$ cat config.mk
export PLATFORM = sky130hd
export DESIGN_NAME = rvc_expander
export DESIGN_NICKNAME = d
export VERILOG_FILES = /design/src/rtl/rvc_expander.sv
export SDC_FILE = /design/constraint.sdc
export NUM_CORES = 1
export LEC_CHECK = 0
export BUFFER_PORTS_ARGS = -buffer_cell sky130_fd_sc_hd__buf_2
export CAP_MARGIN = 30
export CELL_PAD_IN_SITES_DETAIL_PLACEMENT = 2
export CELL_PAD_IN_SITES_GLOBAL_PLACEMENT = 2
export CORE_ASPECT_RATIO = 0.6
export CORE_MARGIN = 3
export CORE_UTILIZATION = 27
export DETAILED_ROUTE_END_ITERATION = 10
export PLACE_DENSITY_LB_ADDON = 0.12
export SLEW_MARGIN = 10
export SYNTH_ARGS = -nofsm -noshare
export SYNTH_HDL_FRONTEND = slang
export SYNTH_SLANG_ARGS = --single-unit
$ cat constraint.sdc
create_clock -name clock -period 2.5 [get_ports clock]
set_input_delay 0.125 -clock clock [delete_from_list [all_inputs] [get_ports clock]]
set_output_delay 0.125 -clock clock [all_outputs]
set_load 0.02 [all_outputs]
$ cat src/rtl/rvc_expander.sv
// RV64C decompressor: rewrites 16-bit compressed fetch words into 32-bit RV64I.
// Also latches the PC of the last illegal compressed encoding for debug.
module rvc_expander (
  input  logic        clock,
  input  logic        reset,
  input  logic [63:0] pc_i,
  input  logic [31:0] inst_i,
  output logic [31:0] inst_o,
  output logic        illegal_o,
  output logic [63:0] illegal_pc_o
);

  localparam logic [6:0] OP_LOAD  = 7'b0000011;
  localparam logic [6:0] OP_IMM   = 7'b0010011;
  localparam logic [6:0] OP_IMM32 = 7'b0011011;
  localparam logic [6:0] OP_STORE = 7'b0100011;
  localparam logic [6:0] OP_REG   = 7'b0110011;
  localparam logic [6:0] OP_REG32 = 7'b0111011;
  localparam logic [6:0] OP_LUI   = 7'b0110111;
  localparam logic [6:0] OP_BR    = 7'b1100011;
  localparam logic [6:0] OP_JALR  = 7'b1100111;
  localparam logic [6:0] OP_JAL   = 7'b1101111;
  localparam logic [4:0] X0 = 5'd0;
  localparam logic [4:0] RA = 5'd1;
  localparam logic [4:0] SP = 5'd2;

  function automatic logic [31:0] i_type(
    input logic [11:0] imm, input logic [4:0] rs1,
    input logic [2:0] f3, input logic [4:0] rd,
    input logic [6:0] op);
    return {imm, rs1, f3, rd, op};
  endfunction

  function automatic logic [31:0] s_type(
    input logic [11:0] imm, input logic [4:0] rs2,
    input logic [4:0] rs1, input logic [2:0] f3);
    return {imm[11:5], rs2, rs1, f3, imm[4:0], OP_STORE};
  endfunction

  function automatic logic [31:0] r_type(
    input logic [6:0] f7, input logic [4:0] rs2,
    input logic [4:0] rs1, input logic [2:0] f3,
    input logic [4:0] rd, input logic [6:0] op);
    return {f7, rs2, rs1, f3, rd, op};
  endfunction

  logic [15:0] c;
  logic [4:0]  rd, rs2, rdp, rs1p;
  logic [5:0]  imm6;
  logic [11:0] imm6s;
  logic [6:0]  lw_off;
  logic [7:0]  ld_off;
  logic [9:0]  a4_imm;
  logic [9:0]  a16_imm;
  logic [7:0]  lwsp_off;
  logic [8:0]  ldsp_off;
  logic [7:0]  swsp_off;
  logic [8:0]  sdsp_off;
  logic [31:0] exp;
  logic        ill;

  assign c        = inst_i[15:0];
  assign rd       = c[11:7];
  assign rs2      = c[6:2];
  assign rdp      = {2'b01, c[4:2]};
  assign rs1p     = {2'b01, c[9:7]};
  assign imm6     = {c[12], c[6:2]};
  assign imm6s    = {{6{c[12]}}, imm6};
  assign lw_off   = {c[5], c[12:10], c[6], 2'b00};
  assign ld_off   = {c[6:5], c[12:10], 3'b000};
  assign a4_imm   = {c[10:7], c[12:11], c[5], c[6], 2'b00};
  assign a16_imm  = {c[12], c[4:3], c[5], c[2], c[6], 4'b0000};
  assign lwsp_off = {c[3:2], c[12], c[6:4], 2'b00};
  assign ldsp_off = {c[4:2], c[12], c[6:5], 3'b000};
  assign swsp_off = {c[8:7], c[12:9], 2'b00};
  assign sdsp_off = {c[9:7], c[12:10], 3'b000};

  always_comb begin
    exp = '0;
    ill = 1'b0;
    if (inst_i[1:0] == 2'b11) begin
      exp = inst_i;
    end else begin
      case ({c[1:0], c[15:13]})
        5'b00_000: begin
          exp = i_type({2'b00, a4_imm}, SP, 3'b000, rdp, OP_IMM);
          ill = (a4_imm == '0);
        end
        5'b00_010: exp = i_type({5'b0, lw_off}, rs1p, 3'b010, rdp, OP_LOAD);
        5'b00_011: exp = i_type({4'b0, ld_off}, rs1p, 3'b011, rdp, OP_LOAD);
        5'b00_110: exp = s_type({5'b0, lw_off}, rdp, rs1p, 3'b010);
        5'b00_111: exp = s_type({4'b0, ld_off}, rdp, rs1p, 3'b011);
        5'b01_000: exp = i_type(imm6s, rd, 3'b000, rd, OP_IMM);
        5'b01_001: begin
          exp = i_type(imm6s, rd, 3'b000, rd, OP_IMM32);
          ill = (rd == X0);
        end
        5'b01_010: exp = i_type(imm6s, X0, 3'b000, rd, OP_IMM);
        5'b01_011: begin
          if (rd == SP) begin
            exp = i_type({{2{c[12]}}, a16_imm}, SP, 3'b000, SP, OP_IMM);
            ill = (a16_imm == '0);
          end else begin
            exp = {{14{c[12]}}, imm6, rd, OP_LUI};
            ill = (imm6 == '0);
          end
        end
        5'b01_100: begin
          unique case (c[11:10])
            2'b00: exp = i_type({6'b000000, imm6}, rs1p, 3'b101, rs1p, OP_IMM);
            2'b01: exp = i_type({6'b010000, imm6}, rs1p, 3'b101, rs1p, OP_IMM);
            2'b10: exp = i_type(imm6s, rs1p, 3'b111, rs1p, OP_IMM);
            2'b11: begin
              // c[12] selects the 32-bit word ops; only SUBW/ADDW exist there
              unique case ({c[12], c[6:5]})
                3'b000: exp = r_type(7'b0100000, rdp, rs1p, 3'b000, rs1p, OP_REG);
                3'b001: exp = r_type(7'b0000000, rdp, rs1p, 3'b100, rs1p, OP_REG);
                3'b010: exp = r_type(7'b0000000, rdp, rs1p, 3'b110, rs1p, OP_REG);
                3'b011: exp = r_type(7'b0000000, rdp, rs1p, 3'b111, rs1p, OP_REG);
                3'b100: exp = r_type(7'b0100000, rdp, rs1p, 3'b000, rs1p, OP_REG32);
                3'b101: exp = r_type(7'b0000000, rdp, rs1p, 3'b000, rs1p, OP_REG32);
                default: ill = 1'b1;
              endcase
            end
          endcase
        end
        5'b01_101:
          exp = {c[12], c[8], c[10:9], c[6], c[7], c[2], c[11],
                 c[5:3], c[12], {8{c[12]}}, X0, OP_JAL};
        5'b01_110, 5'b01_111:
          exp = {c[12], {3{c[12]}}, c[6:5], c[2], X0, rs1p,
                 {2'b00, c[13]}, c[11:10], c[4:3], c[12], OP_BR};
        5'b10_000: exp = i_type({6'b0, imm6}, rd, 3'b001, rd, OP_IMM);
        5'b10_010: begin
          exp = i_type({4'b0, lwsp_off}, SP, 3'b010, rd, OP_LOAD);
          ill = (rd == X0);
        end
        5'b10_011: begin
          exp = i_type({3'b0, ldsp_off}, SP, 3'b011, rd, OP_LOAD);
          ill = (rd == X0);
        end
        5'b10_100: begin
          unique case (1'b1)
            !c[12] && rs2 == X0: begin
              exp = i_type(12'h000, rd, 3'b000, X0, OP_JALR);
              ill = (rd == X0);
            end
            !c[12] && rs2 != X0:
              exp = r_type(7'b0, rs2, X0, 3'b000, rd, OP_REG);
            c[12] && rd == X0 && rs2 == X0:
              exp = 32'h0010_0073;
            c[12] && rd != X0 && rs2 == X0:
              exp = i_type(12'h000, rd, 3'b000, RA, OP_JALR);
            c[12] && rs2 != X0:
              exp = r_type(7'b0, rs2, rd, 3'b000, rd, OP_REG);
          endcase
        end
        5'b10_110: exp = s_type({4'b0, swsp_off}, rs2, SP, 3'b010);
        5'b10_111: exp = s_type({3'b0, sdsp_off}, rs2, SP, 3'b011);
        default:   ill = 1'b1;
      endcase
    end
  end

  assign inst_o    = ill ? 32'h0000_0000 : exp;
  assign illegal_o = ill;

  always_ff @(posedge clock or posedge reset) begin
    if (reset)
      illegal_pc_o <= '0;
    else if (illegal_o)
      illegal_pc_o <= pc_i;
  end

endmodule

==> flow_summary.json, run 1 <==
{
  "die_y_um": 103,
  "gp_congestion": 0.985,
  "crit_chain": "buf_2 > nor4_4 > nand4_1 > a2111oi_2 > buf_4 > nor3_2 > buf_4 > a221o_1 > buf_2",
  "vias_per_cell": 5.51,
  "grt_max_degree": 65,
  "finalWorstPathRequiredPeriod_ns": 2.44,
  "path_class": "in -> out",
  "report.final.slew_viol_count": 0,
  "min_to": "illegal_pc_o[29]$_DFFE_PP0P_",
  "numCtsBuffers": 9,
  "r2r_cells": 1,
  "syn2layout_area_growth_pct": 42.4,
  "wirelength_um": 22100,
  "clockBufferDepth": 2,
  "hold_depth": 2,
  "synth_edf_count": 0,
  "drv_cap": 0,
  "vias": 4783,
  "top_layer": "met4",
  "finalHoldViolations": 0,
  "largest_register": "illegal_pc_o",
  "die_w_um": 167,
  "relSlewSlack": 0.450,
  "fin_ws_ns": 0.0605,
  "critPathLaunchType": "input pin",
  "final-setup-viol-count": 0,
  "fillers": 1725,
  "seq_area_um2": 1600,
  "grt_overflow": 0,
  "wl_per_cell_um": 25.5,
  "grt_pass1_vias": 5141,
  "dr_wl_met3_um": 2630,
  "ys_types": 61,
  "drc": 0,
  "dp_hpwl_um": 17500,
  "ys_warn_count": 0,
  "pre_cts_slack_ns": -0.0591,
  "dpl_cell_area_um2": 5710,
  "htree_num_levels": 3,
  "numPortBuffers": 194,
  "tightest_slew_ns": 0.825,
  "rsz0062_at_grt": "false",
  "leakage_nw": 2.75,
  "cts_tree": "done",
  "postSynthCellCount": 442,
  "required_ns": 2.38,
  "clock-skew-final_ns": 0,
  "period_share": 0.976,
  "nNetsFinal": 762,
  "syn_nets": 540,
  "r2r_end": "illegal_pc_o[40]$_DFFE_PP0P_",
  "hold_buffers": 0,
  "core_area_um2": 14900,
  "fin_area_um2": 6000,
  "max_freq_mhz": 410,
  "ys.flop_type": "dfrtp_1",
  "cts-root-buf": "clkbuf_16",
  "drive_above_1_share": 0.510,
  "ios": 195,
  "hold_slack_ns": 0.0158,
  "arrival_ns": 2.31,
  "grt_usage": 0.247,
  "status": "complete, no violations",
  "cts_sinks": 64,
  "initial_core_util": 0.283,
  "first_pass_iters": 5,
  "syn_area_um2": 4220,
  "antenna_left": 0,
  "insertion_delay_ns": 0.33,
  "syn_avg_cell_area_um2": 9.54,
  "antenna_found_initial": 0,
  "reg.largest.list": "illegal_pc_o (64)",
  "r2r_start": "illegal_pc_o[40]$_DFFE_PP0P_",
  "power_mw": 3.84,
  "multiInputGateArea_um2": 2380,
  "cp_max_fo": 5,
  "powerDensity_nw_per_um2": 640,
  "critPathMaxStageDelay_ns": 0.45,
  "hold_class": "in -> reg",
  "rows": 34,
  "seq_area_frac_synth": 0.380,
  "final_common_cell": "buf_2",
  "dieArea_um2": 17200,
  "worstSetupEndpointType": "primary output",
  "most-common-layout-cells": "buf_2, dfrtp_1, mux2_2",
  "clkTransAtPathRegs_ns": 0.06,
  "drt_iter0_drc": 375,
  "largest_reg_flops": 64,
  "ys_async_sr_fraction": 1.00,
  "crit_path_top_delay_cell": "a2111oi_2",
  "dr_wl_met2_um": 9660,
  "ys_ff_latch": 64,
  "wl_met1_um": 9600,
  "r2r_slack_ns": 1.69,
  "peakVddDrop_uv": 274,
  "min-delay-start": "pc_i[29]",
  "grt_pass1_wl_um": 32200
}
-- through the flow --
| stage | util | setup TNS (ns) | cells |
|---|---|---|---|
| final | 0.403 | 0 | 868 |
| after global routing | 0.403 | 0 | 867 |
| after CTS | 0.402 | 0 | 867 |
| after detailed placement | 0.384 | -0.0591 | 851 |
| after global placement | 0.384 | -0.158 | 851 |
| after floorplan | - | 0 | 442 |
-- synth_stat cells, drive strengths merged (4+ instances only) --
master | n | area [um^2]
inv | 13 | 48.8
a211oi | 5 | 37.5
a31oi | 10 | 77.6
nor2 | 18 | 67.6
nand3 | 13 | 65.1
clkbuf | 26 | 97.6
a21oi | 17 | 85.1
a22oi | 4 | 30.0
nand2 | 38 | 143
nor2b | 6 | 37.5
nor4 | 9 | 86.3
nand4 | 8 | 50.1
o211ai | 8 | 60.1
a22o | 8 | 70.1
nor3 | 10 | 55.1
or4 | 4 | 33.8
o21ai | 33 | 165
buf | 15 | 113
dfrtp | 64 | 1600
nand2b | 6 | 37.5
mux2 | 65 | 732
-- routing by layer --
metal,track usage,vias up
met5,0,-
met4,0.0434,0
met3,0.115,18
met2,0.370,260
met1,0.332,2398
li1,-,2107
-- power breakdown --
part	internal, mW	total [mW]	switching (mW)
combinational	0.533	1.39	0.857
sequential	1.24	1.34	0.105
clock	0.664	1.11	0.448
-- worst max-delay path by stage --
stage,start,end,slack (ns)
floorplan,inst_i[5],illegal_pc_o[32]$_DFFE_PP0P_,0.29
global placement,inst_i[3],inst_o[9],-0.12
detailed placement,inst_i[3],inst_o[9],-0.06
CTS,inst_i[3],inst_o[9],0.005
global route,inst_i[3],inst_o[9],0.001
finish,inst_i[3],inst_o[9],0.06
-- area by class of cell --
class,instances,share of cell area
Antenna cell,1,0.000417
Clock buffer,10,0.0381
Clock inverter,6,0.00605
Inverter,14,0.00876
Multi-Input combinational cell,323,0.396
Sequential cell,64,0.267
Tap cell,198,0.0413
Timing Repair Buffer,252,0.243
-- critical path: cells and delay by family --
kind	cells	cell delay, ns
buffers and inverters	4	0.69
AND/OR/NAND/NOR	3	0.70
AO/OA/AOI/OAI	2	0.80
-- cells by family (layout without fill, tap and decap cells) --
group	after synthesis	after routing	share of synthesized area
muxes	66	66	0.176
and+or+nand+nor	134	134	0.179
AOI/OAI and AO/OA	123	123	0.203
DFF	64	64	0.380
other	0	1	0
buffers and inverters	55	282	0.0623
-- what timing repair did --
item                       CTS  global route
pin swaps                    0             0
setup endpoints to repair    2            11
resized for setup            1             5
setup buffers                0             0
cloned                       0             0
(Power assumes the default switching activity.)
==> inputs of run 2 (changes only) <==
--- a/config.mk
+++ b/config.mk
@@ -13,6 +13,7 @@
 export CORE_MARGIN = 3
 export CORE_UTILIZATION = 27
 export DETAILED_ROUTE_END_ITERATION = 10
+export GPL_TIMING_DRIVEN = 0
 export PLACE_DENSITY_LB_ADDON = 0.12
 export SLEW_MARGIN = 10
 export SYNTH_ARGS = -nofsm -noshare
==> constraint.sdc (replaced) <==
create_clock -name clock -period 2.56 [get_ports clock]
set_input_delay 0.128 -clock clock [delete_from_list [all_inputs] [get_ports clock]]
set_output_delay 0.128 -clock clock [all_outputs]
set_load 0.02 [all_outputs]
==> flow_summary.json, run 2 (synthesized netlist as in run 1, its figures left out) <==
{
  "status": "finished, violations left",
  "violations": "negative hold slack",
  "drc": 0,
  "grt_pass1_wl_um": 32800,
  "finalNonFillerCells": 852,
  "leakage_nw": 2.65,
  "largest_register": "illegal_pc_o",
  "r2r_start": "illegal_pc_o[26]$_DFFE_PP0P_",
  "relSlewSlack": 0.465,
  "finalWorstPathRequiredPeriod_ns": 2.52,
  "ios": 195,
  "final-setup-viol-count": 0,
  "cts_sinks": 64,
  "clockBufferDepth": 2,
  "dp_hpwl_um": 17700,
  "grt_max_degree": 65,
  "finalHoldViolations": 51,
  "vias_per_cell": 5.62,
  "nNetsFinal": 748,
  "worstSetupEndpointType": "primary output",
  "fillers": 1670,
  "path_buf_inv": 4,
  "report.final.slew_viol_count": 0,
  "dp_cells": 832,
  "grt_usage": 0.252,
  "wl_per_cell_um": 26.3,
  "fin_tns_setup_ns": 0,
  "first_pass_iters": 6,
  "drv_cap": 0,
  "htree_num_levels": 3,
  "cts-root-buf": "clkbuf_16",
  "critPathMaxStageDelay_ns": 0.52,
  "grt_overflow": 0,
  "required_ns": 2.43,
  "crit_path_top_delay_cell": "a2111oi_2",
  "hold_slack_ns": -0.0262,
  "drt_iter0_drc": 413,
  "numPortBuffers": 191,
  "path_class": "in -> out",
  "most-common-layout-cells": "buf_2, dfrtp_1, mux2_2",
  "rows": 34,
  "antenna_left": 0,
  "diodes": 0,
  "period_share": 0.983,
  "seq_area_um2": 1600,
  "largest_reg_flops": 64,
  "cts_tree": "done",
  "powerDensity_nw_per_um2": 667,
  "peakVddDrop_uv": 317,
  "crit_top_cell": "buf_2",
  "die_w_um": 167,
  "clkTransAtPathRegs_ns": 0.05,
  "tightest_slew_ns": 0.803,
  "power_mw": 3.92,
  "arrival_ns": 2.39,
  "syn2layout_area_growth_pct": 39.3,
  "gp_congestion": 0.983,
  "max_freq_mhz": 398,
  "insertion_delay_ns": 0.33,
  "vias": 4787,
  "initial_core_util": 0.283,
  "hold_class": "in -> async",
  "final_common_cell": "buf_2",
  "dieArea_um2": 17200,
  "cp_max_fo": 10,
  "reg.largest.list": "illegal_pc_o (64)",
  "antenna_found_initial": 0,
  "grt_pass1_vias": 5082,
  "critPathLaunchType": "input pin",
  "numCtsBuffers": 9,
  "startpoint": "inst_i[14]",
  "crit_chain": "buf_2 > nor3b_4 > nand4_1 > buf_4 > a2111oi_2 > nor3_4 > buf_12 > a32o_1 > buf_2",
  "cpLargestDelayFamily": "simple AND/OR/NAND/NOR gates",
  "multiInputGateArea_um2": 2400,
  "die_y_um": 103,
  "clock-skew-final_ns": 0,
  "core_area_um2": 14900,
  "wirelength_um": 22400,
  "drive_above_1_share": 0.494
}
[run 2: layer usage]
metal | part of all wire | vias to the layer above | global-route usage
met3 | 0.10 | 11 | 0.0805
met4 | 0.0061 | 0 | 0.0321
li1 | - | 2076 | -
met2 | 0.43 | 258 | 0.379
met1 | 0.47 | 2442 | 0.366
met5 | 0 | - | 0
[run 2: final timing paths]
path | end | slack [ns] | cells after the start
max reg2reg | illegal_pc_o[26]$_DFFE_PP0P_ | 1.76 | 1
min in group clock | illegal_pc_o[30]$_DFFE_PP0P_ | 0.01 | 2
min reg2reg | illegal_pc_o[29]$_DFFE_PP0P_ | 0.49 | 1
max in group asynchronous | illegal_pc_o[56]$_DFFE_PP0P_ | 2.06 | 2
min | illegal_pc_o[60]$_DFFE_PP0P_ | -0.03 | 2
max | inst_o[6] | 0.04 | 9
[run 2: per-stage QoR]
step	cell area (um^2)	setup WS, ns	util
5_1_grt	5870	-0.0340	0.394
3_3_place_gp	5420	-0.730	0.364
2_1_floorplan	4220	0.345	-
3_5_place_dp	5430	-0.489	0.364
6_report	5870	0.0446	0.394
4_1_cts	5830	0.00265	0.392
[run 2: cell type report]
| cell class | instances | share of cell area |
|---|---|---|
| clock buffer | 13 | 0.0460 |
| multi-input combinational | 323 | 0.409 |
| timing repair buffer | 198 | 0.173 |
| buffer | 40 | 0.0399 |
| sequential | 64 | 0.273 |
| tap | 198 | 0.0422 |
| clock inverter | 2 | 0.00639 |
| inverter | 14 | 0.0100 |
[run 2: report_power, final]
| part | switching [mW] | total [mW] | internal (mW) |
|---|---|---|---|
| sequential | 0.103 | 1.31 | 1.21 |
| combinational | 0.844 | 1.34 | 0.499 |
| clock | 0.437 | 1.27 | 0.828 |
| total | 1.38 | 3.92 | 2.53 |
[run 2: timing repair]
item                                    4_1_cts  5_1_grt
hold buffers                                  0        0
endpoints found under the setup margin       65       21
gates resized for setup                      26       16
pin swaps                                     4        2
buffers inserted                              4        2
==> inputs of run 3 (changes only) <==
--- a/config.mk
+++ b/config.mk
@@ -15,6 +15,7 @@
 export DETAILED_ROUTE_END_ITERATION = 10
 export GPL_TIMING_DRIVEN = 0
 export PLACE_DENSITY_LB_ADDON = 0.12
+export SETUP_SLACK_MARGIN = 0.5
 export SLEW_MARGIN = 10
 export SYNTH_ARGS = -nofsm -noshare
 export SYNTH_HDL_FRONTEND = slang
==> constraint.sdc (replaced) <==
create_clock -name clock -period 2.5 [get_ports clock]
set_input_delay 0.125 -clock clock [delete_from_list [all_inputs] [get_ports clock]]
set_output_delay 0.125 -clock clock [all_outputs]
set_load 0.02 [all_outputs]
==> flow_summary.json, run 3 (synthesized netlist as in run 1, its figures left out) <==
{
  "peakVddDrop_uv": 310,
  "clock-skew-final_ns": 0,
  "grt_pass1_wl_um": 37100,
  "startpoint": "inst_i[5]",
  "vias_per_cell": 5.74,
  "most-common-layout-cells": "buf_2, mux2_4, dfrtp_1",
  "largest_reg_flops": 64,
  "syn2layout_area_growth_pct": 70.2,
  "relSlewSlack": 0.450,
  "pre_cts_slack_ns": -0.572,
  "rows": 34,
  "gp_congestion": 0.972,
  "critPathLaunchType": "input pin",
  "tightest_slew_ns": 0.825,
  "critPathMaxStageDelay_ns": 0.46,
  "arrival_ns": 2.12,
  "numCtsBuffers": 9,
  "final_common_cell": "buf_2",
  "htree_num_levels": 3,
  "status": "complete, no violations",
  "fin_ws_ns": 0.255,
  "max_freq_mhz": 446,
  "fin_area_um2": 7180,
  "r2r_slack_ns": 1.69,
  "wl_per_cell_um": 29.3,
  "drive_above_1_share": 0.608,
  "grt_pass1_vias": 5465,
  "min-delay-start": "pc_i[39]",
  "first_pass_iters": 5,
  "ios": 195,
  "dpl_cell_area_um2": 5710,
  "diodes": 0,
  "required_ns": 2.38,
  "die_w_um": 167,
  "crit_chain": "buf_2 > or4_4 > buf_12 > nor4_4 > or4_4 > nor3_4 > buf_6 > a22o_1 > buf_6",
  "r2r_start": "illegal_pc_o[49]$_DFFE_PP0P_",
  "final-setup-viol-count": 0,
  "antenna_left": 0,
  "dp_cells": 832,
  "cts_tree": "done",
  "dp_hpwl_um": 18100,
  "initial_core_util": 0.283,
  "antenna_found_initial": 1,
  "reg.largest.list": "illegal_pc_o (64)",
  "vias": 5079,
  "fin_tns_setup_ns": 0,
  "clockBufferDepth": 2,
  "fillers": 1546,
  "insertion_delay_ns": 0.34,
  "wirelength_um": 25900,
  "cts-root-buf": "clkbuf_16",
  "core_area_um2": 14900,
  "power_mw": 4.52,
  "dieArea_um2": 17200,
  "nNetsFinal": 780,
  "drt_iter0_drc": 444,
  "drc": 0,
  "leakage_nw": 3.32,
  "numPortBuffers": 191,
  "hold_class": "in -> reg",
  "drv_cap": 0,
  "report.final.slew_viol_count": 0,
  "period_share": 0.898,
  "crit_path_top_delay_cell": "or4_4",
  "finalWorstPathRequiredPeriod_ns": 2.24,
  "worstSetupEndpointType": "primary output",
  "cp_max_fo": 8,
  "clkTransAtPathRegs_ns": 0.06,
  "finalHoldViolations": 0,
  "grt_usage": 0.290,
  "cts_sinks": 64,
  "rsz0062_at_grt": "true",
  "finalNonFillerCells": 885,
  "path_class": "in -> out",
  "largest_register": "illegal_pc_o",
  "powerDensity_nw_per_um2": 629,
  "die_y_um": 103,
  "grt_overflow": 0,
  "grt_max_degree": 65
}
[run 3: critical path, delay by kind of cell]
family          cells  cell delay, ns
compound gates      1            0.19
buf+inv             4            0.76
simple gates        4            1.04
[run 3: worst paths after layout]
path,endpoint,cells after the start
max in group asynchronous,illegal_pc_o[31]$_DFFE_PP0P_,3
hold / removal,illegal_pc_o[39]$_DFFE_PP0P_,2
hold reg to reg,illegal_pc_o[12]$_DFFE_PP0P_,1
setup reg to reg,illegal_pc_o[49]$_DFFE_PP0P_,1
setup / recovery,inst_o[5],9
min in group asynchronous,illegal_pc_o[19]$_DFFE_PP0P_,3
[run 3: metal layers]
metal / track usage / vias up / share of wire
li1: - / 2140 / -
met2: 0.447 / 277 / 0.44
met1: 0.401 / 2617 / 0.45
met3: 0.101 / 43 / 0.094
met4: 0.0528 / 2 / 0.016
met5: 0 / - / 0.00027
[run 3: layout make-up]
cell class	instances	area, um^2	area share
tap	198	248	0.0345
clock buffer	10	229	0.0319
inverter	14	61.3	0.00854
multi-input combinational	323	2970	0.414
clock inverter	6	92.6	0.0129
sequential	64	1600	0.223
timing repair buffer	229	1540	0.214
buffer	41	434	0.0605
[run 3: stage by stage]
stage,util,hold WS [ns]
after floorplan,-,0.273
after global placement,0.383,0.357
after detailed placement,0.383,0.351
after CTS,0.470,0.000748
after global routing,0.482,0.00370
final,0.482,0.00824
[run 3: repair_timing]
item | in CTS | in global routing
pin swaps | 31 | 20
gates cloned | 3 | 0
hold endpoints to repair | 64 | 0
endpoints found under the setup margin | 97 | 95
setup buffers | 24 | 9
hold buffers | 1 | 0
gates resized for setup | 187 | 39
[run 3: report_power, final]
part | switching, mW | internal [mW] | leakage, nW | total, mW
combinational | 0.974 | 0.787 | 2.42 | 1.76
clock | 0.520 | 0.879 | 0.149 | 1.40
sequential | 0.121 | 1.24 | 0.751 | 1.36
